`config.mk`:
```
export PLATFORM = sky130hd
export DESIGN_NAME = present_sbox_layer_dup_detect_flat
export DESIGN_NICKNAME = d
export VERILOG_FILES = /design/src/rtl/present_sbox_layer_dup_detect_pkg.sv /design/src/rtl/present_sbox_layer_dup_detect_if.sv /design/src/rtl/present_sbox_layer_dup_detect_bank.sv /design/src/rtl/present_sbox_layer_dup_detect.sv /design/src/flat_wrapper.sv
export SDC_FILE = /design/constraint.sdc
export NUM_CORES = 1
export LEC_CHECK = 0
export CORE_MARGIN = 1.5
export CORE_UTILIZATION = 37
export DETAILED_ROUTE_END_ITERATION = 8
export GPL_ROUTABILITY_DRIVEN = 0
export GPL_TIMING_DRIVEN = 0
export MAX_ROUTING_LAYER = met4
export PLACE_DENSITY_LB_ADDON = 0.08
export SKIP_CTS_REPAIR_TIMING = 1
export SLEW_MARGIN = 40
export SYNTH_ARGS = -nofsm -noshare
export SYNTH_HDL_FRONTEND = slang
export SYNTH_SLANG_ARGS = --single-unit
```
`constraint.sdc`:
```
create_clock -name clock -period 3.3 [get_ports clock]
set_input_delay 0.66 -clock clock [delete_from_list [all_inputs] [get_ports clock]]
set_output_delay 0.66 -clock clock [all_outputs]
set_load 0.1 [all_outputs]
```
`src/rtl/present_sbox_layer_dup_detect_pkg.sv`:
```
// Shared constants and helpers for the duplicated PRESENT S-box layer.
package present_dup_pkg;

  // Entry i is S(i); index 0 is the leftmost element.
  localparam logic [0:15][3:0] PRESENT_SBOX = {
    4'hC, 4'h5, 4'h6, 4'hB, 4'h9, 4'h0, 4'hA, 4'hD,
    4'h3, 4'hE, 4'hF, 4'h8, 4'h4, 4'h7, 4'h1, 4'h2
  };

  localparam int MODE_SPATIAL  = 0;
  localparam int MODE_TEMPORAL = 1;

  typedef enum logic [1:0] {IDLE, PASS_A, PASS_B, OUT} fsm_e;

  function automatic logic [3:0] nibble_sbox(input logic [3:0] x);
    return PRESENT_SBOX[x];
  endfunction

endpackage

```
`src/rtl/present_sbox_layer_dup_detect_if.sv`:
```
// Handshake, data and fault-status bundle of the duplicated S-box layer.
interface present_sbox_layer_dup_detect_if #(
  parameter int NUM_SBOX  = 4,
  parameter int ERR_CNT_W = 8
);
  localparam int STATE_W = 4 * NUM_SBOX;

  logic               io_in_valid;
  logic               io_in_ready;
  logic [STATE_W-1:0] io_state;
  logic [STATE_W-1:0] io_key;
  logic [STATE_W-1:0] io_inj_mask;
  logic               io_out_valid;
  logic               io_out_ready;
  logic [STATE_W-1:0] io_out;
  logic               io_fault;
  logic               io_fault_clr;
  logic [ERR_CNT_W-1:0] io_err_cnt;

  modport slave (
    input  io_in_valid, io_state, io_key, io_inj_mask, io_out_ready, io_fault_clr,
    output io_in_ready, io_out_valid, io_out, io_fault, io_err_cnt
  );

  modport master (
    output io_in_valid, io_state, io_key, io_inj_mask, io_out_ready, io_fault_clr,
    input  io_in_ready, io_out_valid, io_out, io_fault, io_err_cnt
  );
endinterface

```
`src/rtl/present_sbox_layer_dup_detect_bank.sv`:
```
// Combinational NUM_SBOX-wide PRESENT S-box layer followed by key XOR.
module present_sbox_keyadd_bank
  import present_dup_pkg::*;
#(
  parameter int NUM_SBOX = 4
) (
  input  logic [4*NUM_SBOX-1:0] i_state,
  input  logic [4*NUM_SBOX-1:0] i_key,
  output logic [4*NUM_SBOX-1:0] o_res
);
  for (genvar g = 0; g < NUM_SBOX; g++) begin : g_sbox
    assign o_res[4*g +: 4] = nibble_sbox(i_state[4*g +: 4]) ^ i_key[4*g +: 4];
  end
endmodule

```
`src/rtl/present_sbox_layer_dup_detect.sv`:
```
// PRESENT S-box/key-add layer with spatial or temporal duplication; any word-level
// disagreement zeroes the output, sets a sticky flag and bumps a saturating counter.
module present_sbox_layer_dup_detect
  import present_dup_pkg::*;
#(
  parameter int NUM_SBOX  = 4,
  parameter int TEMPORAL  = 0,
  parameter int ERR_CNT_W = 8
) (
  input logic clock,
  input logic reset,
  present_sbox_layer_dup_detect_if.slave bus
);
  localparam int STATE_W = 4 * NUM_SBOX;

  logic                 w_in_ready;
  logic                 w_load;
  logic                 w_match;
  logic                 r_out_valid;
  logic [STATE_W-1:0]   r_out;
  logic                 r_fault;
  logic [ERR_CNT_W-1:0] r_err_cnt;

  if (TEMPORAL == MODE_SPATIAL) begin : g_sp
    logic [STATE_W-1:0] w_ra, w_rb;

    present_sbox_keyadd_bank #(.NUM_SBOX(NUM_SBOX)) u_bank_a (
      .i_state(bus.io_state), .i_key(bus.io_key), .o_res(w_ra));
    present_sbox_keyadd_bank #(.NUM_SBOX(NUM_SBOX)) u_bank_b (
      .i_state(bus.io_state ^ bus.io_inj_mask), .i_key(bus.io_key), .o_res(w_rb));

    assign w_in_ready = !r_out_valid || bus.io_out_ready;
    assign w_load     = bus.io_in_valid && w_in_ready;
    assign w_match    = (w_ra == w_rb);

    always_ff @(posedge clock) begin
      if (reset) begin
        r_out_valid <= 1'b0;
        r_out       <= '0;
      end else if (w_load) begin
        r_out_valid <= 1'b1;
        r_out       <= w_match ? w_ra : '0;
      end else if (bus.io_out_ready) begin
        r_out_valid <= 1'b0;
      end
    end
  end else begin : g_tp
    localparam logic [1:0] S_IDLE   = IDLE;
    localparam logic [1:0] S_PASS_A = PASS_A;
    localparam logic [1:0] S_PASS_B = PASS_B;
    localparam logic [1:0] S_OUT    = OUT;

    logic [1:0]         r_fsm;
    logic [STATE_W-1:0] r_st, r_key, r_mask, r_ra;
    logic [STATE_W-1:0] w_bank_in, w_r;

    // One bank is time-shared: clean input on PASS_A, mask-perturbed input on PASS_B.
    assign w_bank_in = (r_fsm == S_PASS_B) ? (r_st ^ r_mask) : r_st;

    present_sbox_keyadd_bank #(.NUM_SBOX(NUM_SBOX)) u_bank (
      .i_state(w_bank_in), .i_key(r_key), .o_res(w_r));

    assign w_in_ready = (r_fsm == S_IDLE);
    assign w_load     = (r_fsm == S_PASS_B);
    assign w_match    = (r_ra == w_r);

    always_ff @(posedge clock) begin
      if (reset) begin
        r_fsm       <= S_IDLE;
        r_out_valid <= 1'b0;
        r_out       <= '0;
      end else begin
        case (r_fsm)
          S_IDLE: if (bus.io_in_valid) begin
            r_st   <= bus.io_state;
            r_key  <= bus.io_key;
            r_mask <= bus.io_inj_mask;
            r_fsm  <= S_PASS_A;
          end
          S_PASS_A: begin
            r_ra  <= w_r;
            r_fsm <= S_PASS_B;
          end
          S_PASS_B: begin
            r_out       <= w_match ? r_ra : '0;
            r_out_valid <= 1'b1;
            r_fsm       <= S_OUT;
          end
          default: if (bus.io_out_ready) begin
            r_out_valid <= 1'b0;
            r_fsm       <= S_IDLE;
          end
        endcase
      end
    end
  end

  // A mismatch landing together with a clear keeps the flag set.
  always_ff @(posedge clock) begin
    if (reset) begin
      r_fault   <= 1'b0;
      r_err_cnt <= '0;
    end else if (w_load && !w_match) begin
      r_fault <= 1'b1;
      if (r_err_cnt != {ERR_CNT_W{1'b1}}) r_err_cnt <= r_err_cnt + ERR_CNT_W'(1);
    end else if (bus.io_fault_clr) begin
      r_fault <= 1'b0;
    end
  end

  assign bus.io_in_ready  = w_in_ready;
  assign bus.io_out_valid = r_out_valid;
  assign bus.io_out       = r_out;
  assign bus.io_fault     = r_fault;
  assign bus.io_err_cnt   = r_err_cnt;

endmodule

```
`src/flat_wrapper.sv`:
```
// flat-port wrapper written by rule: the top's interface ports become plain ports
module present_sbox_layer_dup_detect_flat import present_dup_pkg::*;
#(
  parameter int NUM_SBOX  = 4,
  parameter int TEMPORAL  = 0,
  parameter int ERR_CNT_W = 8
)
  (clock, reset, bus_io_in_valid, bus_io_state, bus_io_key, bus_io_inj_mask, bus_io_out_ready, bus_io_fault_clr, bus_io_in_ready, bus_io_out_valid, bus_io_out, bus_io_fault, bus_io_err_cnt);
  present_sbox_layer_dup_detect_if #(.NUM_SBOX(NUM_SBOX), .ERR_CNT_W(ERR_CNT_W)) bus_i ();
  input logic clock;
  input logic reset;
  input wire logic [$bits(bus_i.io_in_valid)-1:0] bus_io_in_valid;
  input wire logic [$bits(bus_i.io_state)-1:0] bus_io_state;
  input wire logic [$bits(bus_i.io_key)-1:0] bus_io_key;
  input wire logic [$bits(bus_i.io_inj_mask)-1:0] bus_io_inj_mask;
  input wire logic [$bits(bus_i.io_out_ready)-1:0] bus_io_out_ready;
  input wire logic [$bits(bus_i.io_fault_clr)-1:0] bus_io_fault_clr;
  output wire logic [$bits(bus_i.io_in_ready)-1:0] bus_io_in_ready;
  output wire logic [$bits(bus_i.io_out_valid)-1:0] bus_io_out_valid;
  output wire logic [$bits(bus_i.io_out)-1:0] bus_io_out;
  output wire logic [$bits(bus_i.io_fault)-1:0] bus_io_fault;
  output wire logic [$bits(bus_i.io_err_cnt)-1:0] bus_io_err_cnt;
  assign bus_i.io_in_valid = bus_io_in_valid;
  assign bus_i.io_state = bus_io_state;
  assign bus_i.io_key = bus_io_key;
  assign bus_i.io_inj_mask = bus_io_inj_mask;
  assign bus_i.io_out_ready = bus_io_out_ready;
  assign bus_i.io_fault_clr = bus_io_fault_clr;
  assign bus_io_in_ready = bus_i.io_in_ready;
  assign bus_io_out_valid = bus_i.io_out_valid;
  assign bus_io_out = bus_i.io_out;
  assign bus_io_fault = bus_i.io_fault;
  assign bus_io_err_cnt = bus_i.io_err_cnt;
  present_sbox_layer_dup_detect #(.NUM_SBOX(NUM_SBOX), .TEMPORAL(TEMPORAL), .ERR_CNT_W(ERR_CNT_W)) u_core (.clock(clock), .reset(reset), .bus(bus_i));
endmodule
```
==> results of run 1 <==
## cell families (layout without fill, tap and decap cells)
logic type               count (synthesis)  in the layout  synth area share [%]
AO/OA/AOI/OAI                           48             48                  9.52
multiplexers                            37             37                  19.5
adder cells (fa/ha/maj)                 36             36                  15.0
XOR/XNOR                                55             55                  18.6
flip-flops                              26             26                  17.3
buffers and inverters                   46            137                  6.53
AND/OR/NAND/NOR                         81             81                  13.6
## report_power, final
part,total (mW),switching [mW],internal (mW)
Combinational,0.697,0.390,0.307
Sequential,0.338,0.00920,0.328
Clock,0.207,0.101,0.107
## worst register-to-register path: cells and delay by family, from the launching register on
kind,cells,cell delay [ns]
flops,1,0.32
mux,1,0.37
simple gates,4,0.88
buf+inv,1,0.35
## cell usage in the layout (no fill, tap or decap), types with 8 or more instances in the layout
cell type,count
sky130_fd_sc_hd__mux2i_1,15
sky130_fd_sc_hd__ha_1,35
sky130_fd_sc_hd__xnor2_1,23
sky130_fd_sc_hd__a21oi_1,23
sky130_fd_sc_hd__dfxtp_1,26
sky130_fd_sc_hd__a211oi_1,9
sky130_fd_sc_hd__buf_4,15
sky130_fd_sc_hd__inv_1,27
sky130_fd_sc_hd__xor2_1,16
sky130_fd_sc_hd__buf_2,34
sky130_fd_sc_hd__nand3_1,8
sky130_fd_sc_hd__clkdlybuf4s50_1,25
sky130_fd_sc_hd__dlymetal6s2s_1,12
sky130_fd_sc_hd__o21ai_0,9
sky130_fd_sc_hd__mux4_2,16
sky130_fd_sc_hd__nor2_1,42
## synthesized netlist by cell type (all sizes together) (4+ instances only)
| cell type | n | area share (%) |
|---|---|---|
| a211oi | 9 | 2.2 |
| xnor2 | 33 | 12 |
| nor2b | 4 | 0.83 |
| buf | 8 | 1.7 |
| nand3 | 8 | 1.3 |
| inv | 32 | 4.0 |
| clkbuf | 6 | 0.79 |
| o21ai | 10 | 1.7 |
| nor2 | 43 | 5.4 |
| mux2i | 15 | 5.0 |
| mux4 | 16 | 12 |
| mux2 | 6 | 2.5 |
| dfxtp | 26 | 17 |
| ha | 36 | 15 |
| nand2 | 5 | 0.62 |
| a21oi | 23 | 3.8 |
| xor2 | 22 | 6.7 |
## sequential cells by signal, indices dropped and copies added (netlist names)
register,flops
u_core.bus.io_out,16
u_core.bus.io_err_cnt,8
u_core.bus.io_fault,1
u_core.bus.io_out_valid,1
## area by class of cell
class | count | area [um^2]
Fill cell | 769 | 3750
Multi-Input combinational cell | 257 | 2470
Timing Repair Buffer | 87 | 693
Sequential cell | 26 | 520
Tap cell | 102 | 128
Inverter | 32 | 120
Buffer | 14 | 76.3
Clock buffer | 4 | 55.1
## routing by layer
| metal | GRT usage (%) | routed length, um |
|---|---|---|
| met1 | 20.3 | 3170 |
| met4 | 3.41 | 65 |
| met5 | - | 0 |
| met3 | 1.30 | 249 |
| met2 | 27.1 | 3510 |
## final timing paths
path                                         startpoint                        to  slack, ns  cells past startpoint
worst max register to register  u_core.bus.io_out_valid  u_core.bus.io_err_cnt[7]       1.28                      6
worst min-delay path               u_core.bus.io_out[9]      u_core.bus.io_out[9]       0.49                      2
worst min register to register     u_core.bus.io_out[9]      u_core.bus.io_out[9]       0.49                      2
worst max-delay path                    bus_io_state[5]  u_core.bus.io_err_cnt[0]       0.07                     11
==> summary.md, run 1 <==
| Metric | Value |
|---|---|
| TritonCTS Buffers | `3` |
| Power per Cell Area | `slightly above 300 mW/mm^2` |
| Initial core utilization | `approximately two fifths` |
| Maximum fanout encountered on the critical timing path | `6` |
| TritonCTS sink count | `26` |
| Top delay family on crit path | `simple AND/OR/NAND/NOR gates` |
| FFs w/ async S/R, synth | `0%` |
| Clock latency on the worst-skew pair | `0.27 ns` |
| Clock Tree Buf Depth | `2` |
| Post-route clock skew | `around 0.0033 ns` |
| Via density | `about 4.9` |
| Share of cells above drive strength 1 | `a little over a quarter` |
| Relative slew slack | `66.5%` |
| Worst slew pin tran | `0.507 ns` |
| Share of the clock period used by the worst path | `between 90% and 100%` |
| Total congestion overflow | `0` |
| Placeable core region | `0.00781 mm^2` |
| Post-Synthesis Mean Instance Area | `just over 9 um^2` |
| Diode insertion count for antenna repair | `0` |
| Worst path max stage delay | `roughly 0.50 ns` |
| Detail-routed net length per standard cell | `about 13 um` |
| CTS H-tree lvls | `1` |
| Endpoint kind of the worst setup timing path | `flip-flop` |
| Number of global-route vias before repair | `2329` |
| Final count of pins violating max slew | `0` |
| Buffers and inverters on the worst path | `3` |
| Clock Pin Slew Worst Setup and Hold Paths | `~0.090 ns` |
| Pin count of the biggest net entering global routing | `15` |
| Area of all placed cells without fillers | `0.00406 mm^2` |
| Element type at the critical path start | `primary input` |
| Area growth from synthesis to layout | `34.9%` |
| Total global routing track utilization | `15.8%` |
| Starting DRC count in detailed routing | `47` |
| Maximum resistive drop on vdd | `139 uV` |
| DP HPWL | `around 5500 um` |
| Drt total wl | `6990 um` |
| Worst hold-check slack | `~0.5 ns` |
| Chip Height | `a little over 90 um` |
| Final min period | `3.23 ns` |
| Die width | `approximately 93 um` |
| Leakage component of the power | `around 1.9 nW` |
| Share of synthesized area occupied by flip-flops and latches | `17.3%` |
| Total of flip-flops plus latches after synthesis | `26` |
| Number of top-level pins | `80` |
| Standard cell area after detailed placement | `between 0.003 and 0.004 mm^2` |
| Cell area after technology mapping | `about 0.003 mm^2` |
| CP cell instances | `clkbuf_4 > xor2_4 > ha_1 > mux4_2 > xnor2_2 > or4_4 > nor4_4 > buf_4 > buf_6 > nor2_2 > mux2_4` |
| Sum of negative setup slack | `0 ns` |
| Final net count | `between 500 and 600` |
| Overall Power | `roughly 1.2 mW` |
| Floorplan die area | `approximately 0.0087 mm^2` |
| Initial DRT Pass Iterations | `4` |
| Site Rows | `32` |
| Placement Setup Slack | `-0.898 ns` |
| First-pass GRT wire length | `between 10000 and 15000 um` |
| Final routed DRC violation total | `0` |
| Layout Utilization | `52.0%` |
| Worst min-delay path class | `reg2reg` |
| Top FF cell, synth | `sky130_fd_sc_hd__dfxtp_1` |
| CTS tree | `built` |
| Fmax | `310 MHz` |
| Worst-case setup margin in the final layout | `about 0.07 ns` |
| Slowest-stage cell, CP | `sky130_fd_sc_hd__or4_4` |
| Final number of hold-violating endpoints | `0` |
| Count of maximum capacitance violations | `0` |
| Critical path data arrival time | `3.40 ns` |
| # setup viols final | `0` |
| Number of nets with antenna violations after routing | `0` |
| Finished Layout Cells | `roughly 520` |
| Buffers added on ports | `71` |
| Clock tree root buffer cell | `sky130_fd_sc_hd__clkbuf_8` |
| Number of enable flip-flop cells after synthesis | `0` |
| Antenna violations before repair | `0` |
| Count of yosys warnings during synthesis | `0` |
| Classification of the worst setup path | `in2reg` |
| Net count after synthesis | `418` |
| Placed Cells | `502` |
| Data required time of the critical path | `3.47 ns` |
| Status | `finished, final reports clean` |
| Via Count | `2534` |
| Yosys cell types | `41` |
| Cells after synthesis | `329` |
(Power assumes the default switching activity.)
==> run 2, diff against run 1 <==
CORE_UTILIZATION = 30   (was 37)
==> summary.md, run 2 (synthesis gave the netlist of run 1 again) <==
| Metric | Value |
|---|---|
| Endpoint kind of the worst setup timing path | `flip-flop` |
| Leading cell type in the layout, fill and taps excluded | `sky130_fd_sc_hd__nor2_1` |
| Count of maximum capacitance violations | `0` |
| Fmax | `between 300 and 400 MHz` |
| TritonCTS sink count | `26` |
| Power per Cell Area | `roughly 300 mW/mm^2` |
| First-pass GRT wire length | `11000 um` |
| Unrepaired setup endpoints after global routing | `false` |
| Worst min-delay path class | `reg2reg` |
| Die width | `103 um` |
| Site Rows | `36` |
| Area occupied by multi-input gates | `about 0.0024 mm^2` |
| Most frequent cells in the layout | `sky130_fd_sc_hd__nor2_1, sky130_fd_sc_hd__ha_1, sky130_fd_sc_hd__buf_2, sky130_fd_sc_hd__inv_1, sky130_fd_sc_hd__clkdlybuf4s50_1` |
| CP cell instances | `clkdlybuf4s50_1 > xnor2_1 > mux4_2 > xor2_1 > or4_4 > nor4_4 > buf_6 > buf_6 > nor2_2 > mux2_4` |
| Relative slew slack | `about 64%` |
| Flip-flop count of the largest register after layout | `16` |
| Clock Pin Slew Worst Setup and Hold Paths | `approximately 0.09 ns` |
| Leakage component of the power | `1.87 nW` |
| Crit-path most repeated cell | `sky130_fd_sc_hd__buf_6` |
| Classification of the worst setup path | `in2reg` |
| Final count of pins violating max slew | `0` |
| Antenna violations before repair | `0` |
| Element type at the critical path start | `primary input` |
| Final routed DRC violation total | `0` |
| Data required time of the critical path | `3.47 ns` |
| Final min period | `3.23 ns` |
| Maximum fanout encountered on the critical timing path | `6` |
| DP HPWL | `~5700 um` |
| Chip Height | `~100 um` |
| Share of cells above drive strength 1 | `24.5%` |
| Filler cells | `1012` |
| Slowest-stage cell, CP | `sky130_fd_sc_hd__or4_4` |
| Via Count | `2489` |
| Maximum resistive drop on vdd | `roughly 150 uV` |
| # setup viols final | `0` |
| Floorplan die area | `0.0106 mm^2` |
| Placeable core region | `0.00973 mm^2` |
| Total congestion overflow | `0` |
| Number of top-level pins | `80` |
| Starting DRC count in detailed routing | `63` |
| Final number of hold-violating endpoints | `0` |
| Buffers added on ports | `slightly above 70` |
| Share of the clock period used by the worst path | `a little over nine tenths` |
| Final net count | `about 500` |
| Diode insertion count for antenna repair | `0` |
| Number of global-route vias before repair | `between 2000 and 2500` |
| CTS tree | `built` |
| Critical path data arrival time | `about 3.4 ns` |
| Post-route clock skew | `roughly 0.0027 ns` |
| Initial DRT Pass Iterations | `4` |
| Clock latency on the worst-skew pair | `0.27 ns` |
| Area occupied by registers | `~520 um^2` |
| Top delay family on crit path | `simple AND/OR/NAND/NOR gates` |
| Initial core utilization | `a little under a third` |
| Number of nets with antenna violations after routing | `0` |
| Pin count of the biggest net entering global routing | `15` |
| TritonCTS Buffers | `3` |
| Via density | `roughly 4.5` |
| Worst path max stage delay | `about 0.52 ns` |
| Detail-routed net length per standard cell | `12.9 um` |
| Sum of negative setup slack | `0 ns` |
| Clock Tree Buf Depth | `2` |
| CTS H-tree lvls | `1` |
| Total global routing track utilization | `between 10% and 20%` |
| Drt total wl | `7100 um` |
| Area growth from synthesis to layout | `34.1%` |
| Buffers and inverters on the worst path | `3` |
| Worst hold-check slack | `about 0.50 ns` |
| Status | `finished, final reports clean` |
| Clock tree root buffer cell | `sky130_fd_sc_hd__clkbuf_8` |
| Worst slew pin tran | `about 0.54 ns` |
run 2: cell count changes in the layout (fill, tap and decap cells not counted), sizes merged:
cell | before | now
buf | 51 | 48
clkdlybuf4s50 | 25 | 28
clkbuf | 17 | 13
dlymetal6s2s | 12 | 13
run 2: worst paths after layout:
path                            from                       end  slack [ns]  cells after the start
max              bus_io_inj_mask[10]  u_core.bus.io_err_cnt[0]        0.07                     10
min              u_core.bus.io_fault       u_core.bus.io_fault        0.50                      2
max reg2reg  u_core.bus.io_out_valid  u_core.bus.io_err_cnt[7]        1.27                      6
min reg2reg      u_core.bus.io_fault       u_core.bus.io_fault        0.50                      2
run 2: cell type report:
type | count | share of cell area [%]
inverter | 32 | 2.98
tap | 133 | 4.12
clock buffer | 4 | 1.36
multi-input combinational | 257 | 59.6
timing repair buffer | 84 | 17.1
sequential | 26 | 12.9
buffer | 14 | 1.89
run 2: metal layers:
metal | global-route usage (%) | routed length [um] | vias up
li1 | - | - | 1303
met1 | 17.8 | 3430 | 1129
met2 | 22.1 | 3290 | 55
met3 | 1.97 | 343 | 2
met4 | 1.25 | 30 | 0
met5 | - | 0 | -
run 2: report_power, final:
part / switching (mW) / internal (mW) / total [mW]
Sequential: 0.00925 / 0.329 / 0.338
Combinational: 0.382 / 0.294 / 0.676
Clock: 0.100 / 0.107 / 0.207
Total: 0.492 / 0.729 / 1.22
run 2: tightest hold or removal path, cell delays in order, from the launching register on:
cell and delay [ns]:
sky130_fd_sc_hd__dfxtp_1 0.34, sky130_fd_sc_hd__a2bb2oi_1 0.06, sky130_fd_sc_hd__nor2_1 0.07
run 2: through the flow:
step	setup WS [ns]	instances	cell area (um^2)	utilization (%)	power (mW)
after floorplan	0.0157	329	3010	-	0.830
after global placement	-0.978	533	3890	39.9	1.00
after detailed placement	-0.974	533	3750	38.6	0.994
after CTS	-0.682	537	3810	39.1	1.21
after global routing	0.00519	550	4040	41.5	1.31
final	0.0696	550	4040	41.5	1.22
==> run 3, diff against run 2 <==
PLACE_DENSITY_LB_ADDON = 0.1   (was 0.08)
TNS_END_PERCENT = 5   (was default)
==> summary.md, run 3 (synthesis gave the netlist of run 1 again) <==
| Metric | Value |
|---|---|
| Starting DRC count in detailed routing | `48` |
| Fmax | `approximately 300 MHz` |
| Antenna violations before repair | `0` |
| Number of top-level pins | `80` |
| Worst-case setup margin in the final layout | `0.0632 ns` |
| Leading cell type in the layout, fill and taps excluded | `sky130_fd_sc_hd__nor2_1` |
| Via Count | `approximately 2500` |
| Final min period | `around 3.2 ns` |
| Clock Tree Buf Depth | `2` |
| Share of the clock period used by the worst path | `between 90% and 100%` |
| Count of maximum capacitance violations | `0` |
| Site Rows | `36` |
| Number of nets with antenna violations after routing | `0` |
| Flip-flop count of the largest register after layout | `16` |
| CTS tree | `built` |
| CTS H-tree lvls | `1` |
| Final net count | `roughly 510` |
| Classification of the worst setup path | `in2reg` |
| Critical path data arrival time | `roughly 3.4 ns` |
| Clock Pin Slew Worst Setup and Hold Paths | `about 0.090 ns` |
| Floorplan die area | `0.0106 mm^2` |
| Total congestion overflow | `0` |
| Worst min-delay path class | `reg2reg` |
| Final routed DRC violation total | `0` |
| Power per Cell Area | `approximately 300 mW/mm^2` |
| Status | `finished, final reports clean` |
| Diode insertion count for antenna repair | `0` |
| Worst path max stage delay | `0.63 ns` |
| Via density | `between 4 and 5` |
| Initial core utilization | `about 31%` |
| Post-route clock skew | `around 0.0027 ns` |
| Final count of pins violating max slew | `0` |
| Data required time of the critical path | `roughly 3.5 ns` |
| Element type at the critical path start | `primary input` |
| Relative slew slack | `about two thirds` |
| CP cell instances | `clkdlybuf4s50_1 > xnor2_4 > mux4_2 > xnor2_1 > nand4_1 > nor4_4 > buf_4 > or4b_2 > and3b_1` |
| Pin count of the biggest net entering global routing | `15` |
| TritonCTS sink count | `26` |
| Worst hold-check slack | `between 0.4 and 0.5 ns` |
| # setup viols final | `0` |
| Most frequent cells in the layout | `sky130_fd_sc_hd__nor2_1, sky130_fd_sc_hd__ha_1, sky130_fd_sc_hd__buf_2, sky130_fd_sc_hd__inv_1` |
| Area growth from synthesis to layout | `36.2%` |
| Slowest-stage cell, CP | `sky130_fd_sc_hd__or4b_2` |
| Final number of hold-violating endpoints | `0` |
| Share of cells above drive strength 1 | `about a quarter` |
| Placement Setup Slack | `-0.953 ns` |
| Detail-routed net length per standard cell | `13.2 um` |
| TritonCTS Buffers | `3` |
| Buffers added on ports | `71` |
| Clock tree root buffer cell | `sky130_fd_sc_hd__clkbuf_8` |
| Drt total wl | `approximately 7400 um` |
| Die width | `just over 100 um` |
| Endpoint kind of the worst setup timing path | `flip-flop` |
| Register-to-Register Setup Slack | `roughly 1.3 ns` |
| Maximum fanout encountered on the critical timing path | `6` |
| Initial DRT Pass Iterations | `4` |
| Number of global-route vias before repair | `between 2000 and 2500` |
| Leakage component of the power | `around 1.9 nW` |
| Worst slew pin tran | `between 0.5 and 0.6 ns` |
| DP HPWL | `5730 um` |
| Chip Height | `roughly 100 um` |
| Maximum resistive drop on vdd | `151 uV` |
| Total global routing track utilization | `13.6%` |
| Clock latency on the worst-skew pair | `approximately 0.27 ns` |
| First-pass GRT wire length | `11100 um` |
| Placeable core region | `just under 0.01 mm^2` |
[run 3: changes by cell type in the layout (fill, tap and decap cells not counted), moves of 2 or more]
cell,change
sky130_fd_sc_hd__clkbuf_2,+2
sky130_fd_sc_hd__buf_4,+9
sky130_fd_sc_hd__xor2_4,+2
sky130_fd_sc_hd__clkdlybuf4s50_1,-2
sky130_fd_sc_hd__xor2_2,-2
[run 3: metrics by stage]
stage          area (um^2)  util, %  total power, mW   TNS, ns  std cells
2_1_floorplan         3010        -            0.830         0        329
3_3_place_gp          3890     39.9             1.00    -19.72        533
4_1_cts               3810     39.1             1.21    -13.71        537
3_5_place_dp          3750     38.6            0.996    -20.94        533
6_report              4100     42.1             1.24         0        557
5_1_grt               4100     42.1             1.33  -0.00817        557
[run 3: final timing paths]
| kind | from | end | depth (start not counted) |
|---|---|---|---|
| worst max-delay path | bus_io_inj_mask[14] | u_core.bus.io_err_cnt[6] | 9 |
| worst min-delay path | u_core.bus.io_out[3] | u_core.bus.io_out[3] | 2 |
| worst max register to register | u_core.bus.io_out_valid | u_core.bus.io_err_cnt[7] | 6 |
| worst min register to register | u_core.bus.io_out[3] | u_core.bus.io_out[3] | 2 |
[run 3: cell type report]
type                            instances  area, um^2
Buffer                                 14        76.3
Inverter                               32         120
Tap cell                              133         166
Clock buffer                            4        55.1
Fill cell                            1030        5630
Multi-Input combinational cell        257        2430
Timing Repair Buffer                   91         733
Sequential cell                        26         520
[run 3: per-layer routing]
metal | global-route usage [%] | routed length (um) | vias to the layer above
li1 | - | - | 1318
met5 | - | 0 | -
met4 | 2.81 | 34 | 0
met2 | 22.3 | 3430 | 58
met1 | 18.1 | 3540 | 1147
met3 | 1.83 | 363 | 2
[run 3: power by group]
part / switching, mW / internal, mW / leakage, nW
Sequential: 0.00934 / 0.329 / 0.212
Clock: 0.105 / 0.107 / 0.0288
Combinational: 0.389 / 0.305 / 1.67
[run 3: critical path, delay by kind of cell]
| kind | cells | cell delay (ns) |
|---|---|---|
| muxes | 1 | 0.55 |
| xor gates and xnor gates | 2 | 0.45 |
| buffers and inverters | 2 | 0.65 |
| and+or+nand+nor | 4 | 1.09 |
